--- config.mk ---
export PLATFORM = sky130hd
export DESIGN_NAME = ledger_writer
export DESIGN_NICKNAME = d
export VERILOG_FILES = /design/src/rtl/ledger_writer.sv
export SDC_FILE = /design/constraint.sdc
export NUM_CORES = 1
export LEC_CHECK = 0
export ABC_AREA = 1
export CAP_MARGIN = 20
export CORE_MARGIN = 3
export CORE_UTILIZATION = 30
export CTS_CLUSTER_DIAMETER = 200
export DETAILED_ROUTE_END_ITERATION = 10
export DONT_BUFFER_PORTS = 1
export PLACE_DENSITY = 0.46
export SYNTH_ARGS = -nofsm -noshare
export SYNTH_HDL_FRONTEND = slang
export SYNTH_SLANG_ARGS = --single-unit
--- constraint.sdc ---
create_clock -name Clk -period 2.6 [get_ports Clk]
set_input_delay 0.52 -clock Clk [delete_from_list [all_inputs] [get_ports Clk]]
set_output_delay 0.52 -clock Clk [all_outputs]
set_load 0.005 [all_outputs]
--- src/rtl/ledger_writer.sv ---
// Packs a raster stream of 4-bit grey pixels into 32-bit words and writes them
// to frame RAM at row*COLS + column, pulsing frame_done after the last word.
module ledger_writer #(
    parameter int ROWS = 480,
    parameter int COLS = 80
) (
    input  logic        Clk,
    input  logic        Reset_n,
    input  logic        start,
    input  logic        pix_valid,
    input  logic [3:0]  pix_data,
    output logic        pix_ready,
    output logic        wr_en,
    output logic [15:0] wr_addr,
    output logic [31:0] wr_data,
    output logic        busy,
    output logic        frame_done
);
    localparam int CW = (COLS > 1) ? $clog2(COLS) : 1;
    localparam int RW = (ROWS > 1) ? $clog2(ROWS) : 1;
    localparam logic [CW-1:0] LAST_COL = CW'(COLS - 1);
    localparam logic [RW-1:0] LAST_ROW = RW'(ROWS - 1);
    localparam logic [15:0]   ROW_STEP = 16'(COLS);

    typedef enum logic [1:0] {IDLE, PACK, WRITE, DONE} state_t;

    state_t          state_reg, state_next;
    logic [2:0]      nib_reg;
    logic [CW-1:0]   col_reg;
    logic [RW-1:0]   row_reg;
    logic [15:0]     row_base_reg;
    logic [31:0]     pack_reg;
    logic            xfer;
    logic            last_col;
    logic            last_row;

    assign xfer     = (state_reg == PACK) && pix_valid;
    assign last_col = (col_reg == LAST_COL);
    assign last_row = (row_reg == LAST_ROW);

    always_comb begin
        state_next = state_reg;
        unique case (state_reg)
            IDLE:    if (start) state_next = PACK;
            PACK:    if (xfer && nib_reg == 3'd7) state_next = WRITE;
            WRITE:   state_next = (last_col && last_row) ? DONE : PACK;
            DONE:    state_next = IDLE;
            default: state_next = IDLE;
        endcase
    end

    // Status outputs are flops loaded from the next state so they never glitch.
    always_ff @(posedge Clk or negedge Reset_n) begin
        if (!Reset_n) begin
            state_reg  <= IDLE;
            pix_ready  <= 1'b0;
            wr_en      <= 1'b0;
            busy       <= 1'b0;
            frame_done <= 1'b0;
        end else begin
            state_reg  <= state_next;
            pix_ready  <= (state_next == PACK);
            wr_en      <= (state_next == WRITE);
            busy       <= (state_next != IDLE);
            frame_done <= (state_next == DONE);
        end
    end

    always_ff @(posedge Clk or negedge Reset_n) begin
        if (!Reset_n) begin
            nib_reg      <= '0;
            col_reg      <= '0;
            row_reg      <= '0;
            row_base_reg <= '0;
            pack_reg     <= '0;
            wr_data      <= '0;
            wr_addr      <= '0;
        end else begin
            unique case (state_reg)
                IDLE: begin
                    if (start) begin
                        nib_reg      <= '0;
                        col_reg      <= '0;
                        row_reg      <= '0;
                        row_base_reg <= '0;
                    end
                end
                PACK: begin
                    if (xfer) begin
                        pack_reg[{nib_reg, 2'b00} +: 4] <= pix_data;
                        nib_reg <= nib_reg + 3'd1;
                        // Word is complete: latch it together with its address.
                        if (nib_reg == 3'd7) begin
                            wr_data <= {pix_data, pack_reg[27:0]};
                            wr_addr <= row_base_reg + 16'(col_reg);
                        end
                    end
                end
                WRITE: begin
                    if (last_col) begin
                        col_reg <= '0;
                        if (last_row) begin
                            row_reg      <= '0;
                            row_base_reg <= '0;
                        end else begin
                            row_reg      <= row_reg + 1'b1;
                            row_base_reg <= row_base_reg + ROW_STEP;
                        end
                    end else begin
                        col_reg <= col_reg + 1'b1;
                    end
                end
                default: ;
            endcase
        end
    end
endmodule

Word-level counts from Yosys, hierarchy flattened
Cells that the tools add are included.
{"block": "op_classes", "reduce_logical": 12, "n_addsub": 6, "n_mux": 19, "eq_ne": 12, "shifts": 2}
{"cell": "2-to-1 mux 16 bit", "n": 3}
{"cell": "bitwise mux 32 bit", "n": 1}
{"cell": "case mux 16 bit (2 select lines)", "n": 1}
{"cell": "variable shift 4 x 7 -> 32 bit, first input constant", "n": 1}
{"cell": "indexed part select 4 x 7 -> 32 bit", "n": 1}
{"cell": "2-to-1 mux 9 bit", "n": 3}
{"cell": "case mux 9 bit (2 select lines)", "n": 1}
{"cell": "adder 16 x 7 -> 16 bit", "n": 1}
{"cell": "adder 16 x 7 -> 16 bit, second input constant", "n": 1}
{"cell": "2-to-1 mux 7 bit", "n": 2}
{"cell": "case mux 7 bit (2 select lines)", "n": 1}
{"cell": "adder 9 x 1 -> 9 bit, second input constant", "n": 1}
{"cell": "equality test 9 bit, second input constant", "n": 1}
{"cell": "AND reduction 3 bit", "n": 3}
{"cell": "equality test 2 bit, second input constant", "n": 4}
{"cell": "case mux 2 bit (4 select lines)", "n": 1}
{"cell": "adder 7 x 1 -> 7 bit, second input constant", "n": 1}
{"cell": "equality test 7 bit, second input constant", "n": 1}
{"cell": "negation 5 -> 7 bit", "n": 1}
{"cell": "2-to-1 mux 2 bit", "n": 3}
{"cell": "2-to-1 mux 3 bit", "n": 2}
{"cell": "!= test 2 bit, second input constant", "n": 3}
{"cell": "case mux 3 bit (2 select lines)", "n": 1}
{"cell": "nonzero test 2 bit", "n": 3}
{"cell": "other kinds (6)", "n": 10}
{"block": "word_totals", "out_inout_bits": 52, "reg_bits": 121, "input_bits": 8}

Logic depth before layout (Yosys ltp)
{"block": "depth", "ltp_word": 6, "mapped_depth": 10, "depth_no_buf": 10}

Worst setup path after synthesis
No wires, ideal clock.
{"block": "synth_timing", "path_type": "flip-flop to flip-flop", "startpoint": "register nib_reg[0]", "endpoint": "register pack_reg[16]", "period_less_slack_ns": 1.765, "arrival_ns": 1.636, "setup_slack_ns": 0.835, "required_time_ns": 2.471, "setup_ns": 0.129, "stages_incl_launch_ff": 9, "path_cell_list": "dfrtp_1 > inv_1 > ha_1 > ha_1 > nand2_1 > inv_1 > nand4_1 > nand2_1 > o21ai_0"}
{"block": "synth_via", "elab_chain_cells": 3}
{"item": "start, declared", "line_no": "28", "text": "logic [2:0] nib_reg;"}
{"item": "start signal, assigned", "line_no": "91", "text": "nib_reg <= nib_reg + 3'd1;"}
{"item": "negation 5 -> 7 bit (*)", "line_no": "90", "text": "pack_reg[{nib_reg, 2'b00} +: 4] <= pix_data;"}
{"item": "indexed part select 4 x 7 -> 32 bit or variable shift 4 x 7 -> 32 bit (tied branches)", "line_no": "90"}
{"item": "bitwise mux 32 bit (*)", "line_no": "90"}
{"item": "end signal, assigned by index", "line_no": "90"}
{"item": "end, declared", "line_no": "32", "text": "logic [31:0] pack_reg;"}
Mark *: on every way between the ends. The rest lies on a longest branch, timed or not.
A chain may end at the register's enable or synchronous reset.

Worst setup path in the final report
{"block": "layout_timing", "startpoint": "register nib_reg[0]", "endpoint": "register pack_reg[17]"}
Same word-level chain as after synthesis.

==> flow_summary_export.csv <==
group,metric,value,unit
outcome,status,"complete, but fails checks",
outcome,violations,"negative hold slack",
timing,setup_tns,0,ps
routing,wl,12300,um
power_and_ir_drop,ir_drop,0.530,mV
placed_design,post-place-cells,853,
logic_synthesis,ys_async_sr_fraction,1.00,
placed_design,dp_hpwl,8530,um
timing,relSlewSlack,0.540,
logic_synthesis,synth_seq_area_share,0.530,
global_route,grt_pass1_wl,20900,um
die,dieHeight,139,um
worst_setup_path,crit_start,"nib_reg[0]$_DFFE_PN0P_",
logic_synthesis,ys_types,32,
final_layout,nNetsFinal,667,
final_layout,final_area,0.00601,mm2
routing,m1WireLength,5390,um
timing,finClkSkew,7.19,ps
logic_synthesis,synth.top_cells.by_area,"dfrtp_1 53%, nand2_1 18%, inv_1 3.9%",
power_and_ir_drop,netSwitchingFraction,0.311,
placed_design,placed_area,0.00549,mm2
timing,max_freq,0.476,GHz
power_and_ir_drop,power,5.36,mW
logic_synthesis,synth_flop_cell,"dfrtp_1",
final_layout,final_common_cell,"nand2_1",
clocking,cts-root-buf,"clkbuf_16",
routing,postRouteAntennaNets,0,
timing,hold_viol,113,
power_and_ir_drop,leakage,3.01,nW
logic_synthesis,synthCells,642,
power_and_ir_drop,power.share.clock,0.383,
final_layout,layoutNonFillerInstCount,881,
die,die_x,139,um
clocking,clk_path_buf_depth,2,
power_and_ir_drop,p_per_area,892,mW/mm2
die,rows,48,
power_and_ir_drop,power_frac_seq,0.440,
logic_synthesis,yosys.area.top_type_share,0.530,
timing,rsz0062_at_grt,"false",
worst_setup_path,crit_required,2920,ps
clocking,clk_latency,410,ps
logic_synthesis,synth_nets,662,
clocking,clkTransAtPathRegs,50,ps
routing,vias,4027,
timing,setup_viol,0,
clocking,cts_buffers,17,
die,core_area,0.0174,mm2
global_route,antenna_found_initial,0,
die,ios,60,
clocking,cts_sinks,113,
power_and_ir_drop,internal_power,3.69,mW
worst_setup_path,worstSetupPathType,"flop to flop",
routing,dr.first_iter.drc_count,222,
worst_setup_path,start_kind,"flop",
global_route,grt_pass1_vias,3944,
job,max-cap-violations,0,
routing,via_per_inst,4.57,
timing,min_period,2100,ps
routing,avgRoutedWirePerCell,14.0,um
worst_setup_path,worstPathMaxFanout,8,
logic_synthesis,synth_largest_area_cell,"dfrtp_1",
die,initial_utilization,0.307,
worst_hold_path,worstHoldPathType,"input port to async pin",
clocking,cts_max_level,4,
final_layout,area_growth,12.6,%
final_layout,drive_gt1_frac,0.0991,
logic_synthesis,yosys_register_bits,113,
worst_setup_path,r2r_start,"nib_reg[0]$_DFFE_PN0P_",
global_route,grt_max_degree,114,
logic_synthesis,synth_edf_count,0,
placed_design,io_buffers,0,
power_and_ir_drop,combinationalPowerShare,0.177,
logic_synthesis,avgSynthCellArea,8.31,um2
global_route,grt_overflow,0,
timing,finalHoldWorstSlack,-188,ps
final_layout,antenna_cells,0,
routing,dr_wl_met3,666,um
timing,maxSlewViolCount,0,
clocking,post_cts_buffers,0,
final_layout,final_cell_mix,"258 x nand2_1, 113 x dfrtp_1, 55 x inv_1, 41 x nor2_1, 37 x o21ai_0",
worst_setup_path,worstSetupEndpointType,"flop",
logic_synthesis,synth.cell_area,0.00534,mm2
routing,drc,0,
routing,routed.top_layer,"met4",
final_layout,largest_reg_flops,32,
clocking,cts_tree,"done",
die,dieArea,0.0194,mm2
timing,fin_crit_sh,0.808,
placed_design,gp_congestion,0.796,
routing,drt_first_pass_iters,4,
power_and_ir_drop,p_switching,1.67,mW
worst_setup_path,crit_arrival,2420,ps
timing,worst_pin_slew,689,ps
clocking,cts_resized,0,
global_route,grt_usage,0.135,
routing,wl_met2,6050,um
logic_synthesis,ys.warnings.count,0,
[cells in the mapped netlist (7+ instances only)]
| cell type | n |
|---|---|
| nand2_1 | 258 |
| dfrtp_1 | 113 |
| inv_1 | 55 |
| nor2_1 | 41 |
| o21ai_0 | 37 |
| nand3_1 | 35 |
| o21ai_1 | 16 |
| ha_1 | 12 |
| nand2_2 | 8 |
| nand4_1 | 7 |
[metrics by stage]
step | hold WS (ps) | worst slack [ps] | utilization
2_1_floorplan | 224 | 835 | -
5_1_grt | -217 | 296 | 0.346
4_1_cts | -214 | 479 | 0.346
3_5_place_dp | 229 | 504 | 0.316
3_3_place_gp | 230 | 544 | 0.316
6_report | -188 | 498 | 0.346
[critical path, stage by stage (launching register included)]
cell and delay, ps:
dfrtp_1 470, inv_1 150, ha_1 220, ha_1 380
nand2_1 80, inv_1 120, nand4_1 310, o21ai_0 260
[kinds of logic (layout without fill, tap and decap cells)]
group / after synthesis / in the layout / synth area share
buf+inv: 78 / 92 / 0.0713
compound gates: 67 / 67 / 0.0699
xor+xnor: 6 / 6 / 0.00985
fa+ha+maj: 12 / 12 / 0.0281
flops: 113 / 113 / 0.530
simple gates: 366 / 366 / 0.291
[layout make-up]
type,count,area [um2]
fill,1850,11400
sequential,113,2830
multi-input combinational,451,2130
clock buffer,21,480
tap,225,282
inverter,61,229
clock inverter,7,37.5
timing repair buffer,3,22.5
[per-layer routing]
metal  global-route usage  vias up
met5                    0        -
met4               0.0463        0
met3               0.0519       15
met2                0.225       67
met1                0.161     1914
li1                     -     2031
[path summary, 6_finish.rpt]
| path | depth (start not counted) | slack [ps] | end |
|---|---|---|---|
| max in group asynchronous | 0 | 2570 | row_reg[4]$_DFFE_PN0P_ |
| hold / removal | 0 | -190 | wr_data[25]$_DFFE_PN0P_ |
| setup / recovery | 7 | 500 | pack_reg[17]$_DFFE_PN0P_ |
| min in group Clk | 2 | 300 | pack_reg[8]$_DFFE_PN0P_ |
| hold reg to reg | 2 | 470 | wr_data[23]$_DFFE_PN0P_ |
| setup reg to reg | 7 | 500 | pack_reg[17]$_DFFE_PN0P_ |
[power by group through the flow]
| stage | Combinational (mW) | Clock (mW) | Sequential, mW |
|---|---|---|---|
| after global placement | 0.931 | 0 | 2.39 |
| after global routing | 1.11 | 2.21 | 2.41 |
| after floorplan | 0.808 | 0 | 2.30 |
| final | 0.948 | 2.05 | 2.36 |
| after detailed placement | 0.958 | 0 | 2.40 |
| after CTS | 0.962 | 2.12 | 2.37 |
No activity file was read; power rests on OpenSTA's default activity.
